===== src/rtl/multicycle_control_unit.sv =====
// Control FSM for the multicycle CPU. It decodes the 6-bit opcode from the
// instruction register and drives every datapath strobe. It sequences
// fetch/decode/execute/memory/writeback with a memory-ready handshake, and it
// keeps a count of retired instructions.
module multicycle_control_unit #(
  parameter logic [3:0] ALU_ADD = 4'b0000,
  parameter logic [3:0] ALU_SUB = 4'b0001,
  parameter int         CNT_W   = 16
) (
  input  logic             clk,
  input  logic             reset,
  input  logic [5:0]       op_in,
  input  logic             zero,
  input  logic             mem_ready,
  output logic             irwrite,
  output logic             pc_write,
  output logic             pc_write_cond,
  output logic             branch_ne,
  output logic [1:0]       pc_src,
  output logic             iord,
  output logic             mem_read,
  output logic             mem_write,
  output logic             reg_write,
  output logic             mem_to_reg,
  output logic             alu_src_a,
  output logic [1:0]       alu_src_b,
  output logic [3:0]       alu_op,
  output logic             illegal,
  output logic [3:0]       state_out,
  output logic [CNT_W-1:0] instr_count
);

  typedef enum logic [3:0] {
    S_FETCH    = 4'd0,
    S_DECODE   = 4'd1,
    S_EXEC_R   = 4'd2,
    S_EXEC_I   = 4'd3,
    S_ALU_WB   = 4'd4,
    S_MEM_ADDR = 4'd5,
    S_MEM_RD   = 4'd6,
    S_MEM_WB   = 4'd7,
    S_MEM_WR   = 4'd8,
    S_BRANCH   = 4'd9,
    S_JUMP     = 4'd10
  } state_t;

  typedef struct packed {
    logic       irwrite;
    logic       pc_write;
    logic       pc_write_cond;
    logic       branch_ne;
    logic [1:0] pc_src;
    logic       iord;
    logic       mem_read;
    logic       mem_write;
    logic       reg_write;
    logic       mem_to_reg;
    logic       alu_src_a;
    logic [1:0] alu_src_b;
    logic [3:0] alu_op;
    logic       illegal;
  } ctrl_t;

  state_t           state, state_nxt;
  ctrl_t            ctrl;
  logic             retire;
  logic [CNT_W-1:0] cnt_q;

  // The zero flag qualifies pc_write_cond inside the datapath. The FSM never looks at it.
  logic unused_zero;
  assign unused_zero = zero;

  // Opcode classification
  logic [1:0] cls;
  logic [3:0] fn;
  logic       is_lw, is_sw, is_br, is_j, legal;
  assign cls   = op_in[5:4];
  assign fn    = op_in[3:0];
  assign is_lw = (cls == 2'b10) && (fn == 4'b0000);
  assign is_sw = (cls == 2'b10) && (fn == 4'b0001);
  assign is_br = (cls == 2'b11) && (fn[3:1] == 3'b000);
  assign is_j  = (cls == 2'b11) && (fn == 4'b0010);
  assign legal = !cls[1] || is_lw || is_sw || is_br || is_j;

  // State register, async active-low reset
  always_ff @(posedge clk or negedge reset) begin
    if (!reset) state <= S_FETCH;
    else        state <= state_nxt;
  end

  // Next-state logic. Unused codes and the single-cycle states fall back to FETCH.
  always_comb begin
    state_nxt = S_FETCH;
    case (state)
      S_FETCH:    state_nxt = mem_ready ? S_DECODE : S_FETCH;
      S_DECODE: begin
        if (legal) begin
          case (cls)
            2'b00:   state_nxt = S_EXEC_R;
            2'b01:   state_nxt = S_EXEC_I;
            2'b10:   state_nxt = S_MEM_ADDR;
            default: state_nxt = is_j ? S_JUMP : S_BRANCH;
          endcase
        end
      end
      S_EXEC_R,
      S_EXEC_I:   state_nxt = S_ALU_WB;
      S_MEM_ADDR: state_nxt = is_sw ? S_MEM_WR : S_MEM_RD;
      S_MEM_RD:   state_nxt = mem_ready ? S_MEM_WB : S_MEM_RD;
      S_MEM_WR:   state_nxt = mem_ready ? S_FETCH : S_MEM_WR;
      default:    state_nxt = S_FETCH;
    endcase
  end

  // Strobe decode. Everything is held low while reset is asserted, even though the state reads FETCH.
  always_comb begin
    ctrl = '0;
    if (reset) begin
      case (state)
        S_FETCH: begin
          ctrl.mem_read  = 1'b1;
          ctrl.alu_src_b = 2'b01;
          ctrl.alu_op    = ALU_ADD;
          ctrl.irwrite   = mem_ready;
          ctrl.pc_write  = mem_ready;
        end
        S_DECODE: begin
          ctrl.alu_src_b = 2'b11;
          ctrl.alu_op    = ALU_ADD;
          ctrl.illegal   = !legal;
        end
        S_EXEC_R: begin
          ctrl.alu_src_a = 1'b1;
          ctrl.alu_src_b = 2'b00;
          ctrl.alu_op    = fn;
        end
        S_EXEC_I: begin
          ctrl.alu_src_a = 1'b1;
          ctrl.alu_src_b = 2'b10;
          ctrl.alu_op    = fn;
        end
        S_ALU_WB: ctrl.reg_write = 1'b1;
        S_MEM_ADDR: begin
          ctrl.alu_src_a = 1'b1;
          ctrl.alu_src_b = 2'b10;
          ctrl.alu_op    = ALU_ADD;
        end
        S_MEM_RD: begin
          ctrl.mem_read = 1'b1;
          ctrl.iord     = 1'b1;
        end
        S_MEM_WB: begin
          ctrl.reg_write  = 1'b1;
          ctrl.mem_to_reg = 1'b1;
        end
        S_MEM_WR: begin
          ctrl.mem_write = 1'b1;
          ctrl.iord      = 1'b1;
        end
        S_BRANCH: begin
          ctrl.alu_src_a     = 1'b1;
          ctrl.alu_src_b     = 2'b00;
          ctrl.alu_op        = ALU_SUB;
          ctrl.pc_write_cond = 1'b1;
          ctrl.pc_src        = 2'b01;
          ctrl.branch_ne     = op_in[0];
        end
        S_JUMP: begin
          ctrl.pc_write = 1'b1;
          ctrl.pc_src   = 2'b10;
        end
        default: ctrl = '0;
      endcase
    end
  end

  // An instruction retires on the edge that leaves its final state.
  always_comb begin
    retire = 1'b0;
    case (state)
      S_ALU_WB, S_MEM_WB, S_BRANCH, S_JUMP: retire = 1'b1;
      S_MEM_WR:                             retire = mem_ready;
      default:                              retire = 1'b0;
    endcase
  end

  // Retired-instruction counter, wraps silently
  always_ff @(posedge clk or negedge reset) begin
    if (!reset)      cnt_q <= '0;
    else if (retire) cnt_q <= cnt_q + 1'b1;
  end

  assign irwrite       = ctrl.irwrite;
  assign pc_write      = ctrl.pc_write;
  assign pc_write_cond = ctrl.pc_write_cond;
  assign branch_ne     = ctrl.branch_ne;
  assign pc_src        = ctrl.pc_src;
  assign iord          = ctrl.iord;
  assign mem_read      = ctrl.mem_read;
  assign mem_write     = ctrl.mem_write;
  assign reg_write     = ctrl.reg_write;
  assign mem_to_reg    = ctrl.mem_to_reg;
  assign alu_src_a     = ctrl.alu_src_a;
  assign alu_src_b     = ctrl.alu_src_b;
  assign alu_op        = ctrl.alu_op;
  assign illegal       = ctrl.illegal;
  assign state_out     = state;
  assign instr_count   = cnt_q;

endmodule


===== config.mk =====
export PLATFORM = sky130hd
export DESIGN_NAME = multicycle_control_unit
export DESIGN_NICKNAME = d
export VERILOG_FILES = /design/src/rtl/multicycle_control_unit.sv
export SDC_FILE = /design/constraint.sdc
export NUM_CORES = 1
export LEC_CHECK = 0
export CAP_MARGIN = 30
export CORE_MARGIN = 1.5
export CORE_UTILIZATION = 45
export DETAILED_ROUTE_END_ITERATION = 8
export GPL_TIMING_DRIVEN = 1
export HOLD_SLACK_MARGIN = 0.08
export PLACE_DENSITY_LB_ADDON = 0.12
export SYNTH_ARGS = -nofsm -noshare
export SYNTH_HDL_FRONTEND = slang
export SYNTH_SLANG_ARGS = --single-unit

===== constraint.sdc =====
create_clock -name clk -period 2.5 [get_ports clk]
set_clock_uncertainty 0.2 [all_clocks]
set_input_delay 0.25 -clock clk [delete_from_list [all_inputs] [get_ports clk]]
set_output_delay 0.25 -clock clk [all_outputs]
set_load 0.005 [all_outputs]

* Word level (Yosys, flattened, before mapping)
Index checks and enable logic that the tools add are counted.
Cells by class: multipliers 0, mux-type cells 22, bitwise logic cells 0, reduce and logical (&&, ||, !) cells 20, equality and inequality tests 15, divide/modulo/power cells 0, order comparisons 0, add/subtract/negate cells 1, shift operators 0
Operators with widths (count):
- $pmux W6 S6 | 1
- $pmux W4 S6 | 1
- $mux W19 | 1
- $add A16 B1 Y16 const B | 1
- $eq A4 B3 Y1 const B | 4
- $eq A4 B2 Y1 const B | 3
- $eq A4 B4 Y1 const B | 3
- $mux W4 | 3
- $pmux W4 S3 | 1
- $mux W1 | 10
- $eq A4 B1 Y1 const B | 2
- $logic_not A4 Y1 | 2
- $reduce_or A2 Y1 | 4
- $reduce_or A4 Y1 | 2
- $eq A2 B2 Y1 const B | 2
- $logic_and A1 B1 Y1 | 4
- $logic_or A1 B1 Y1 | 4
- $mux W2 | 2
- $pmux W1 S2 | 2
- $pmux W2 S2 | 1
- $logic_not A3 Y1 | 1
- $eq A2 B1 Y1 const B | 1
- $logic_not A1 Y1 | 2
- $logic_not A2 Y1 | 1
Storage, ports and cells: input port bits 10, memories kept 0, memory bits (read-only) 0, word-level logic and storage cells 60, latch bits 0, register bits 20, output and inout port bits 39, bits in writable memories 0

* Logic depth before layout (Yosys ltp)
Gate-level depths: netlist of run 1.
word-level depth 9, mapped depth 6, mapped depth without buffers 6

* Worst setup path after synthesis of run 1
OpenSTA, ideal clock, no wires.
kind register to register, from register state[3], in the netlist state_out[3], to register cnt_q[14], in the netlist instr_count[14], data arrival time 1788 ps, cell stages (with the launch flop) 6, buffers on the path 2, required time 2221 ps, path slack 433 ps, library setup time 79 ps, period minus slack after synthesis 2067 ps, cell sequence dfrtp_1 > clkbuf_1 > mux4_2 > buf_6 > nor4_4 > xor2_1
Between the ends: longest elaborated chain between the ends 3
Ends and longest elaborated chain:
- start: declaration | line 64 | state_t state, state_nxt;
- start signal: assignment | line 88 | else state <= state_nxt;
- $eq A4 B3 Y1 or $eq A4 B4 Y1 (tied branches) | line 180 | case (state)
- $reduce_or A4 Y1 | line 180
- $pmux W1 S2 * | line 180
- end signal: assignment | line 190 | else if (retire) cnt_q <= cnt_q + 1'b1;
- end: declaration | line 67 | logic [CNT_W-1:0] cnt_q;
Every way passes the cells marked *; elsewhere a longest branch is shown, timed or not. A chain may end at the register's enable or synchronous reset.

* Final worst setup path of run 1
from register state[1], in the netlist state_out[1], to output alu_src_a
Between the ends: longest elaborated chain between the ends 4
Ends and longest elaborated chain:
- $eq A4 B4 Y1 (tied with other cells) | line 119 | case (state)
- $reduce_or A4 Y1 (no source line) *
- $mux W1 * | line 119
- $mux W19 * | line 118 | if (reset) begin
- end: declaration | line 25 | output logic alu_src_a,
Marked as above.

==> results.env, run 1 <==
CTS-HTREE-LEVELS=1
PLACEMENTROWS=19
ANTENNA_VIOLATIONS_BEFORE_REPAIR=0
END_KIND='output pin'
CTS_TREE='done'
GRT_PASS1_WL_MM=5.52
POST_SYNTH_XOR_AREA_FRACTION_PCT=9.48
HPWL_MM=2.54
GP_ROUTABILITY_CONGESTION=0.844
SYN_NETS=166
CTS.PATH.MAX_BUFFERS=2
CTS.HOLD.BUFFERS_ADDED=0
CLKTRANSATPATHREGS_NS=0.12
SYNTH.TOP_CELLS.BY_AREA='dfrtp_1 (36%), ha_1 (5.4%), nand2_1 (5.1%), xor2_1 (5.1%), xnor2_1 (4.4%)'
SYNTH_AREA_IN_COMPOUND_GATES_PCT=9.21
SYNTH.YOSYS.SEQ_AREA_SHARE_PCT=36.1
ROUTE.DETAILED.DRC=0
WHS_NS=0.122
OUTCOME='finished, final reports clean'
DESIGN.CORE.AREA_SQ_UM=2830
LAYOUT-DRIVE-GT1-SHARE_PCT=20.2
SYNTHESIS.AREA_SQ_UM=1390
SYNTH_TOP_FLOP_CELL='dfrtp_1'
SLOWEST_DELAY_NS=0.53
DRT-TOTAL-WL_MM=3.35
SYNTH.DISTINCT_CELLS=45
LARGEST_NET_DEGREE_AT_THE_START_OF_GLOBAL_ROUTING=19
DRT_ITER0_DRC=31
FINALHOLDVIOLATIONS=0
INITIAL_CORE_UTIL_PCT=49.0
CTS-BUFFERS-INSERTED=3
FIN_CRIT_SH_PCT=95.2
FLOORPLAN.DIE.HEIGHT_MICRONS=58.5
GRT.OVERFLOW.TOTAL=0
IO_PINS=49
CLKLATENCYLATEPIN_NS=0.30
CRITICAL_PATH.SLOWEST_CELL='clkdlybuf4s50_1'
ROOT_BUFFER='clkbuf_4'
WORSTPATHARRIVAL_NS=1.93
WORSTSETUPPATHTYPE='reg -> out'
ANTENNA_VIOLATING_NETS_POST_ROUTE=0
CELLPOWERDENSITY_nW_PER_UM2=694
MAX_SLEW.WORST_PIN.SLEW_NS=0.325
LEAKAGE_nW=0.899
START_KIND='flop'
SYNTHARSTFLOPSHARE_PCT=100
DIODES=0
VIAS_IN_THE_FIRST_GLOBAL_ROUTE=1234
REPORTED_MAX_CAP_VIOLATION_COUNT=0
CHIPWIDTH_MICRONS=58.5
WL_PER_CELL_MICRONS=13.7
YOSYS.AREA.TOP_TYPE='dfrtp_1'
SETUP-VIOLATIONS-FINAL=0
PLACEMENT.CELL_AREA_SQ_UM=1970
SYNTH-WARNING-COUNT=0
SYNTHDOMINANTCELLAREASHARE_PCT=36.1
SYNTHMUXAREASHARE_PCT=3.25
SYNTH_TOP_FAMILY_BY_AREA='simple AND/OR/NAND/NOR gates'
GRT_USAGE_PCT=20.5
SYNTHESIS.INSTANCES=150
UTILIZATION_PCT=74.1
NETLIST_TOP_CELLS_COUNT='dfrtp_1 (20), nand2_1 (19), nor2_1 (12)'
CRIT_REQUIRED_NS=2.05
HP-CLASS='in -> async'
MAX_FREQ_MHz=420
POST_SYNTH_FA_HA_MAJ_AREA_FRACTION_PCT=5.42
PATH_DELAY_FAMILY='buffers and inverters'
DRT-VIAS-PER-INSTANCE=5.43
CP.BUFFERS_INVERTERS=2
GRT_SETUP_UNREPAIRED='false'
FINALINSTANCEAREA_SQ_UM=2100
SYNTH_SIMPLE_GATE_AREA_SHARE_PCT=32.8
CP_CELL_SEQUENCE='buf_4 > nor2b_2 > o21ai_0 > a21boi_0 > clkdlybuf4s50_1'
POWER.IR.VDD_WORST_V=0.000398
DIE-AREA_SQ_UM=3420
FINAL_REPORT_MAX_SLEW_VIOLATION_COUNT=0
FINAL_PERIOD_MINUS_WORST_SETUP_SLACK_NS=2.38
CLOCK_SINKS=20
PORT-BUFFER-COUNT=47
SYN2LAYOUT_AREA_GROWTH_PCT=51.2
MOST_FREQUENT_CELL_AFTER_SYNTHESIS='dfrtp_1'
SYNTH-EDFF-COUNT=0
VIAS=1326
AVERAGE_CELL_AREA_AFTER_SYNTHESIS_SQ_UM=9.24
POSTSYNTHREGISTERBITS=20
DRT_PASS1_ITERATIONS=4
CRITPATHMAXFANOUT=10
SLEW_HEADROOM_PCT=78.3
NNETSFINAL=230
## report_power, final
| part | leakage [nW] | internal (mW) | switching [mW] |
|---|---|---|---|
| clock network | 0.0279 | 0.162 | 0.105 |
| registers | 0.225 | 0.382 | 0.0745 |
| logic | 0.646 | 0.404 | 0.328 |
| total | 0.899 | 0.948 | 0.508 |
## per-layer routing
layer / vias to the layer above / GRT usage [%] / part of all wire (%)
met5: - / 0 / 0
met2: 35 / 39.6 / 53
met1: 636 / 24.3 / 43
li1: 651 / - / -
met4: 0 / 5.98 / 1.1
met3: 4 / 0.879 / 3.1
## final timing paths
kind	from	to	slack (ns)	cells past startpoint
max in group asynchronous	reset	state_out[1]	1.72	2
min in group clk	instr_count[11]	instr_count[11]	0.30	1
hold reg to reg	instr_count[11]	instr_count[11]	0.30	1
setup reg to reg	state_out[1]	instr_count[15]	0.26	5
hold / removal	reset	instr_count[1]	0.12	2
setup / recovery	state_out[1]	alu_src_a	0.12	5
## cell type report
cell class              count  area, sq um
multi-input cells         119          866
repair buffers             66          621
fillers                   209          733
well taps                  31         38.8
inverters                   4         15.0
clock buffers               3         22.5
clock inverters             1         30.0
flip-flops and latches     20          503
## flip-flops by register name (all words and copies together) (netlist names)
| register | cells |
|---|---|
| state_out | 4 |
| instr_count | 16 |
## cell usage in the layout (no fill, tap or decap), drive strengths merged, types with 2 or more instances in the layout
master / instances
and4: 2
xnor2: 7
xor2: 8
nor3: 10
o21a: 2
nor3b: 2
buf: 19
and2: 4
o21ai: 2
nand3: 4
clkbuf: 3
nand4: 3
nor2: 12
nand2: 19
mux4: 2
ha: 6
or2: 3
and3: 7
nor4: 3
clkdlybuf4s50: 44
dlymetal6s2s: 3
nor2b: 5
inv: 4
dfrtp: 20
## logic make-up after synthesis
group	after synthesis
and+or+nand+nor	79
DFF	20
AOI/OAI and AO/OA	17
xor gates and xnor gates	15
buffers and inverters	11
adders and majority gates	6
muxes	2
## what timing repair did
action | 4_1_cts | 5_1_grt
setup buffers | 3 | 1
setup endpoints to repair | 8 | 7
gates resized for setup | 5 | 9
pin swaps | 1 | 3
## metrics by stage
step	setup WS [ns]	TNS [ns]	total power, mW	std cells
final	0.120	0	1.46	244
after global routing	0.0373	0	1.55	244
after CTS	0.00941	0	1.44	243
after detailed placement	-0.140	-0.140	1.14	236
after global placement	-0.123	-0.123	1.12	236
after floorplan	0.433	0	0.822	150
Note: power is estimated with default switching activity, not from simulation.
==> inputs of run 2 (changes only) <==
Settings changed: ABC_CLOCK_PERIOD_IN_PS set to 2500.
==> results of run 2 <==
The final DEF is identical to that of run 1; final timing and power are the same.
==> inputs of run 3 (changes only) <==
Settings changed: ABC_AREA set to 1, ABC_CLOCK_PERIOD_IN_PS 2500 to 2310, CORE_UTILIZATION 45 to 46.
Clock period 2.5 ns to 2.31 ns, I/O delays scaled along.
==> run 3 against run 2 <==
The run now ends with negative setup slack left. Die area up 4.7%. Synthesized area up 7.3%. Wire length up 23%. Sequential power up 17%. Global-route usage up 2.8 points. Flip-flop and latch count unchanged. First-iteration DRC count rose to 3.2 times the previous value. Combinational power up 35%. Synthesized cell count up 53%. Power up 25%. Non-clock buffer count up 14. Largest cell class unchanged. Largest power group unchanged.
==> results.env, run 3 <==
GRT_SETUP_UNREPAIRED='true'
SYNTH_AREA_IN_COMPOUND_GATES_PCT=7.74  # -1.5 points
FINALHOLDVIOLATIONS=0  # unchanged
DIODES=0  # unchanged
WL_PER_CELL_MICRONS=11.6  # -15%
DIE-AREA_SQ_UM=3580  # +4.7%
AVERAGE_CELL_AREA_AFTER_SYNTHESIS_SQ_UM=6.47  # -30%
GRT_MOST_USED_LAYER='met2'
CTS-BUFFERS-INSERTED=3  # unchanged
CTS_TREE='done'
ROOT_BUFFER='clkbuf_4'
SYNTH_SIMPLE_GATE_AREA_SHARE_PCT=40.6  # +7.9 points
CRIT_REQUIRED_NS=2.36  # +0.31 ns
LARGEST_REGISTER_FFS=16  # unchanged
CHIPWIDTH_MICRONS=59.9  # +2.3%
CRITICAL_PATH.SLOWEST_CELL='clkdlybuf4s50_1'
MOST_FREQUENT_CELL_AFTER_SYNTHESIS='nand2_1'
GRT_PASS1_WL_MM=6.50  # +18%
SYN_NETS=246  # +48%
SETUP-VIOLATIONS-FINAL=1  # +1
CLKTRANSATPATHREGS_NS=0.12  # about the same
MAX_FREQ_MHz=419
GROUTE.LAYER.MET3.USAGE_PCT=4.76  # +3.9 points
FINAL_WORST_PATH_SETUP_SLACK_NS=-0.0780  # -0.198 ns
CRITPATHMAXFANOUT=3  # -7
ROUTE.DETAILED.DRC=0  # unchanged
NETLIST_TOP_CELLS_COUNT='nand2_1 (81), nor2_1 (36), inv_1 (24)'
GRT_USE_MET2_PCT=35.4  # -4.2 points
CTS-HTREE-LEVELS=1  # unchanged
SYNTH-WARNING-COUNT=0  # unchanged
CELLPOWERDENSITY_nW_PER_UM2=769  # +11%
CTS.PATH.MAX_BUFFERS=2  # unchanged
END_KIND='flop'
CP_CELL_SEQUENCE='clkdlybuf4s50_1 > inv_1 > nand4_1 > o21ai_2 > nor2_1 > buf_4 > buf_4 > buf_4 > buf_4 > buf_4 > buf_4 > buf_4 > buf_4 > buf_4 > o21bai_1'
PORT-BUFFER-COUNT=47  # unchanged
SYNTH.DISTINCT_CELLS=26  # -42%
ANTENNA_VIOLATIONS_BEFORE_REPAIR=0  # unchanged
DRT-TOTAL-WL_MM=4.13  # +23%
FAILED_CHECKS='negative setup slack'
SYN2LAYOUT_AREA_GROWTH_PCT=58.4
SLEW_HEADROOM_PCT=74.9  # -3.4 points
SYNTH.TOP_CELLS.BY_AREA='dfrtp_1 (34%), nand2_1 (20%), nor2_1 (9.1%), inv_1 (6.1%), ha_1 (5.0%)'
CLOCK_SINKS=20  # unchanged
DESIGN.CORE.AREA_SQ_UM=3050  # +7.9%
LAYOUT-DRIVE-GT1-SHARE_PCT=19.3  # -0.90 points
WORSTPATHARRIVAL_NS=2.43  # +0.50 ns
IO_PINS=49  # unchanged
POST_SYNTH_FA_HA_MAJ_AREA_FRACTION_PCT=5.05  # -0.37 points
GP_ROUTABILITY_CONGESTION=0.854  # +1.2%
POSTSYNTHREGISTERBITS=20  # unchanged
WORSTSETUPPATHTYPE='in -> reg'
DRT_ITER0_DRC=99  # +220%
HP-CLASS='in -> async'
PATH_DELAY_FAMILY='buffers and inverters'
START_KIND='input pin'
NUMBER_OF_INSERTED_FILLER_CELLS_IN_THE_FINAL_LAYOUT=231  # +11%
REPORTED_MAX_CAP_VIOLATION_COUNT=0  # unchanged
SYNTHDOMINANTCELLAREASHARE_PCT=33.6  # -2.5 points
POWER.IR.VDD_WORST_V=0.000331  # -17%
LARGEST_NET_DEGREE_AT_THE_START_OF_GLOBAL_ROUTING=22  # +3
SYNTH-EDFF-COUNT=0  # unchanged
SYNTH.YOSYS.SEQ_AREA_SHARE_PCT=33.6  # -2.5 points
FINAL_REPORT_MAX_SLEW_VIOLATION_COUNT=0  # unchanged
PLACEMENTROWS=20  # +1
HPWL_MM=2.88  # +13%
LAYOUT_COMMON_CELLS='nand2_1 (80), clkdlybuf4s50_1 (34), buf_4 (33), nor2_1 (30), inv_1 (21)'
SYNTH_TOP_FLOP_CELL='dfrtp_1'
DRT_PASS1_ITERATIONS=4  # unchanged
SYNTHARSTFLOPSHARE_PCT=100  # unchanged
SYNTHESIS.AREA_SQ_UM=1490  # +7.3%
NNETSFINAL=328  # +43%
GRT.OVERFLOW.TOTAL=0  # unchanged
OUTCOME='complete, but fails checks'
FLOORPLAN.DIE.HEIGHT_MICRONS=59.9  # +2.3%
FIN_CRIT_SH_PCT=103
CRITPATHMOSTFREQUENTCELL='buf_4'
MAX_SLEW.WORST_PIN.SLEW_NS=0.375  # +0.0500 ns
MOSTFREQUENTLAYOUTCELL='nand2_1'
SYNTHESIS.INSTANCES=230  # +53%
POST_SYNTH_XOR_AREA_FRACTION_PCT=4.12  # -5.4 points
YOSYS.AREA.TOP_TYPE='dfrtp_1'
GRT_USAGE_PCT=23.4  # +2.8 points
SLOWEST_DELAY_NS=0.46  # -0.07 ns
CLKLATENCYLATEPIN_NS=0.31  # about the same
SYNTHMUXAREASHARE_PCT=0  # -3.2 points
SYNTH_TOP_FAMILY_BY_AREA='simple AND/OR/NAND/NOR gates'
UTILIZATION_PCT=77.2  # +3.1 points
DRT-VIAS-PER-INSTANCE=4.95  # -8.9%
ANTENNA_VIOLATING_NETS_POST_ROUTE=0  # unchanged
TOTALNEGATIVESETUPSLACK_NS=-0.0780  # -0.0780 ns
CP.BUFFERS_INVERTERS=11  # +9
MET1_USAGE_PCT=34.6  # +10 points
LEAKAGE_nW=1.25  # +39%
FINAL_PERIOD_MINUS_WORST_SETUP_SLACK_NS=2.39
INITIAL_CORE_UTIL_PCT=48.7  # -0.28 points
CTS.HOLD.BUFFERS_ADDED=0  # unchanged
VIAS_IN_THE_FIRST_GLOBAL_ROUTE=1454  # +18%
VIAS=1758  # +33%
-- run 3: cell types whose count changed after synthesis, sizes merged, moves of 5 or more --
cell / change
and3: -7
inv: +23
nand2: +63
nand3: +9
nor2: +25
nor2b: -5
nor3: -5
o21ai: +9
xnor2: -5
-- run 3: path summary, 6_finish.rpt --
check	cells after the start	slack [ns]	startpoint	endpoint
min in group clk	2	0.31	instr_count[15]	instr_count[15]
max in group asynchronous	2	1.60	reset	state_out[0]
worst max-delay path	15	-0.08	op_in[0]	state_out[1]
worst max register to register	9	0.45	state_out[2]	instr_count[15]
worst min register to register	2	0.31	instr_count[15]	instr_count[15]
worst min-delay path	2	0.09	reset	instr_count[0]
-- run 3: final cells by class --
| cell class | count | area (sq um) | share of cell area [%] |
|---|---|---|---|
| Clock buffer | 3 | 22.5 | 0.956 |
| Clock inverter | 1 | 30.0 | 1.27 |
| Inverter | 28 | 105 | 4.46 |
| Multi-Input combinational cell | 179 | 902 | 38.3 |
| Sequential cell | 20 | 502 | 21.3 |
| Tap cell | 44 | 55.1 | 2.34 |
| Timing Repair Buffer | 80 | 739 | 31.4 |
-- run 3: kinds of logic after synthesis --
family | after synthesis
buffers and inverters | 31
AO/OA/AOI/OAI | 20
flip-flops | 20
XOR/XNOR | 7
adder cells (fa/ha/maj) | 6
AND/OR/NAND/NOR | 146
-- run 3: power by group --
group / switching, mW / internal (mW) / total (mW)
logic: 0.508 / 0.479 / 0.987
clock network: 0.117 / 0.176 / 0.292
registers: 0.103 / 0.431 / 0.534
total: 0.727 / 1.09 / 1.81
-- run 3: what timing repair did --
item / in CTS / in global routing
gates cloned: 0 / 0
resized for setup: 10 / 22
setup buffers: 9 / 8
setup endpoints to repair: 8 / 12
pin swaps: 1 / 4
-- run 3: per-stage QoR --
step	std cells	power (mW)	area [sq um]	setup slack, ns	hold slack (ns)
after detailed placement	334	1.42	2110	-0.178	0.289
after CTS	347	1.74	2240	-0.0750	0.0962
after floorplan	230	1.01	1490	0.751	-0.265
final	355	1.81	2360	-0.0780	0.0872
after global placement	334	1.41	2110	-0.135	0.287
after global routing	355	1.96	2360	-0.104	0.107
-- run 3: metal layers --
metal / part of all wire [%] / wire [microns]
met5: 0 / 0
met4: 1.7 / 70
met3: 4.7 / 193
met2: 47 / 1950
met1: 46 / 1920
==> patch (flow settings as in run 3) <==
Set the parameter `CNT_W` to 14 (it was 16).
--- a/src/rtl/multicycle_control_unit.sv
+++ b/src/rtl/multicycle_control_unit.sv
@@ -7,3 +7,3 @@
   parameter logic [3:0] ALU_SUB = 4'b0001,
-  parameter int         CNT_W   = 16
+  parameter int         CNT_W   = 14
 ) (
Ports: changed (resized instr_count); port bits go from 49 to 47. No check against the original RTL was run, so the function may have changed too.
==> patch against run 3 <==
Worst setup slack gained 150 ps; routed wire length down 11%; die area down 2.2%; clock power decreased by 30%; sequential cell count is 2 lower; core utilization is 6.8 points lower; cell area shrank 9.6%; total power is 14% lower; sequential share of layout area fell by 0.085 points; cell count decreased by 9.6%; largest cell class unchanged; synthesized area down 2.3%; critical path depth decreased by 9.
==> patch: results (changes against run 3) <==
vias: 1546  # was 1758
drive_above_1_share_pct: 18.05  # was 19.29%
cp_max_fo: 4  # was 3
largest_register_ffs: 14  # was 16
grt_pass1_vias: 1426  # was 1454
crit_family: "simple AND/OR/NAND/NOR gates"  # was buffers and inverters
routed_wirelength_um: 3660  # was 4131 um
grt_use_met3_pct: 4.585  # was 4.762%
crit_arrival_ps: 1810  # was 2430 ps
finalNetCount: 294  # was 328
dr_wl_met3_um: 224  # was 193 um
cp_slowest_cell: "dfrtp_2"  # was clkdlybuf4s50_1
drt-vias-per-instance: 4.816  # was 4.952
grt_util_all_layers_pct: 22.11  # was 23.36%
port_buffers: 45  # was 47
status: "finished clean"  # was finished with violations
gp_congestion: 0.8684  # was 0.8541
synth_nets: 232  # was 246
grt_max_degree: 23  # was 22
dp_cells: 312  # was 334
grt_pass1_wl_um: 6044  # was 6499 um
place.detailed.hpwl_um: 2693  # was 2876 um
leakagePower_nw: 1.083  # was 1.247 nW
first_iter_violations: 82  # was 99
met1_length_um: 1616  # was 1919 um
slew-limit-headroom_pct: 78.52  # was 74.93%
synth.top_cells.by_area: "dfrtp_1 (31%), nand2_1 (17%), inv_1 (7.5%), nor2_1 (7.5%), ha_1 (5.2%)"  # was dfrtp_1 (34%), nand2_1 (20%), nor2_1 (9.1%), inv_1 (6.1%), ha_1 (5.0%)
met2_usage_pct: 35.95  # was 35.40%
-- patch: cell count changes in the layout (fill, tap and decap cells not counted), sizes merged, moves of 3 or more --
cell           change
buf               -18
clkdlybuf4s50      +6
dlymetal6s2s       -6
inv                +5
nand2              -9
nand3              +3
nand3b             +4
nand4              +5
nor2               -6
o21ai              -6
xor2               -3
-- patch: stage by stage --
stage	power, mW	setup WS [ps]
6_report	1.550	73.29
5_1_grt	1.670	-50.60
4_1_cts	1.469	3.091
3_5_place_dp	1.257	-147.5
3_3_place_gp	1.255	-116.0
2_1_floorplan	0.9470	824.4
-- patch: repair_timing --
| item | CTS | global route |
|---|---|---|
| resized for setup | 5 | 18 |
| buffers inserted | 0 | 5 |
| setup endpoints to repair | 7 | 15 |
| pin swaps | 0 | 2 |
-- patch: cell type report --
class                   instances  share of cell area (%)
multi-input cells             163                   41.89
repair buffers                 60                   26.85
flip-flops and latches         18                   21.21
inverters                      32                   5.758
well taps                      44                   2.585
clock buffers                   4                   1.704
-- patch: final timing paths --
kind / from / endpoint / slack, ps / depth (start not counted)
worst min-delay path: reset / instr_count[12] / 180 / 2
worst max register to register: state_out[3] / instr_count[0] / 490 / 7
max in group asynchronous: reset / state_out[3] / 1520 / 2
min in group clk: instr_count[7] / instr_count[7] / 360 / 2
worst max-delay path: state_out[3] / illegal / 70 / 6
worst min register to register: instr_count[7] / instr_count[7] / 360 / 2
-- patch: where the power goes --
group	switching, mW	internal [mW]
clock	0.107	0.0961
combinational	0.487	0.409
sequential	0.0751	0.376
total	0.669	0.881
-- patch: cells by family after synthesis --
logic type	count (synthesis)	synth area share (%)
compound gates	12	4.475
xor+xnor	2	1.722
fa+ha+maj	6	5.163
buf+inv	35	10.07
flops	18	30.98
simple gates	143	47.59
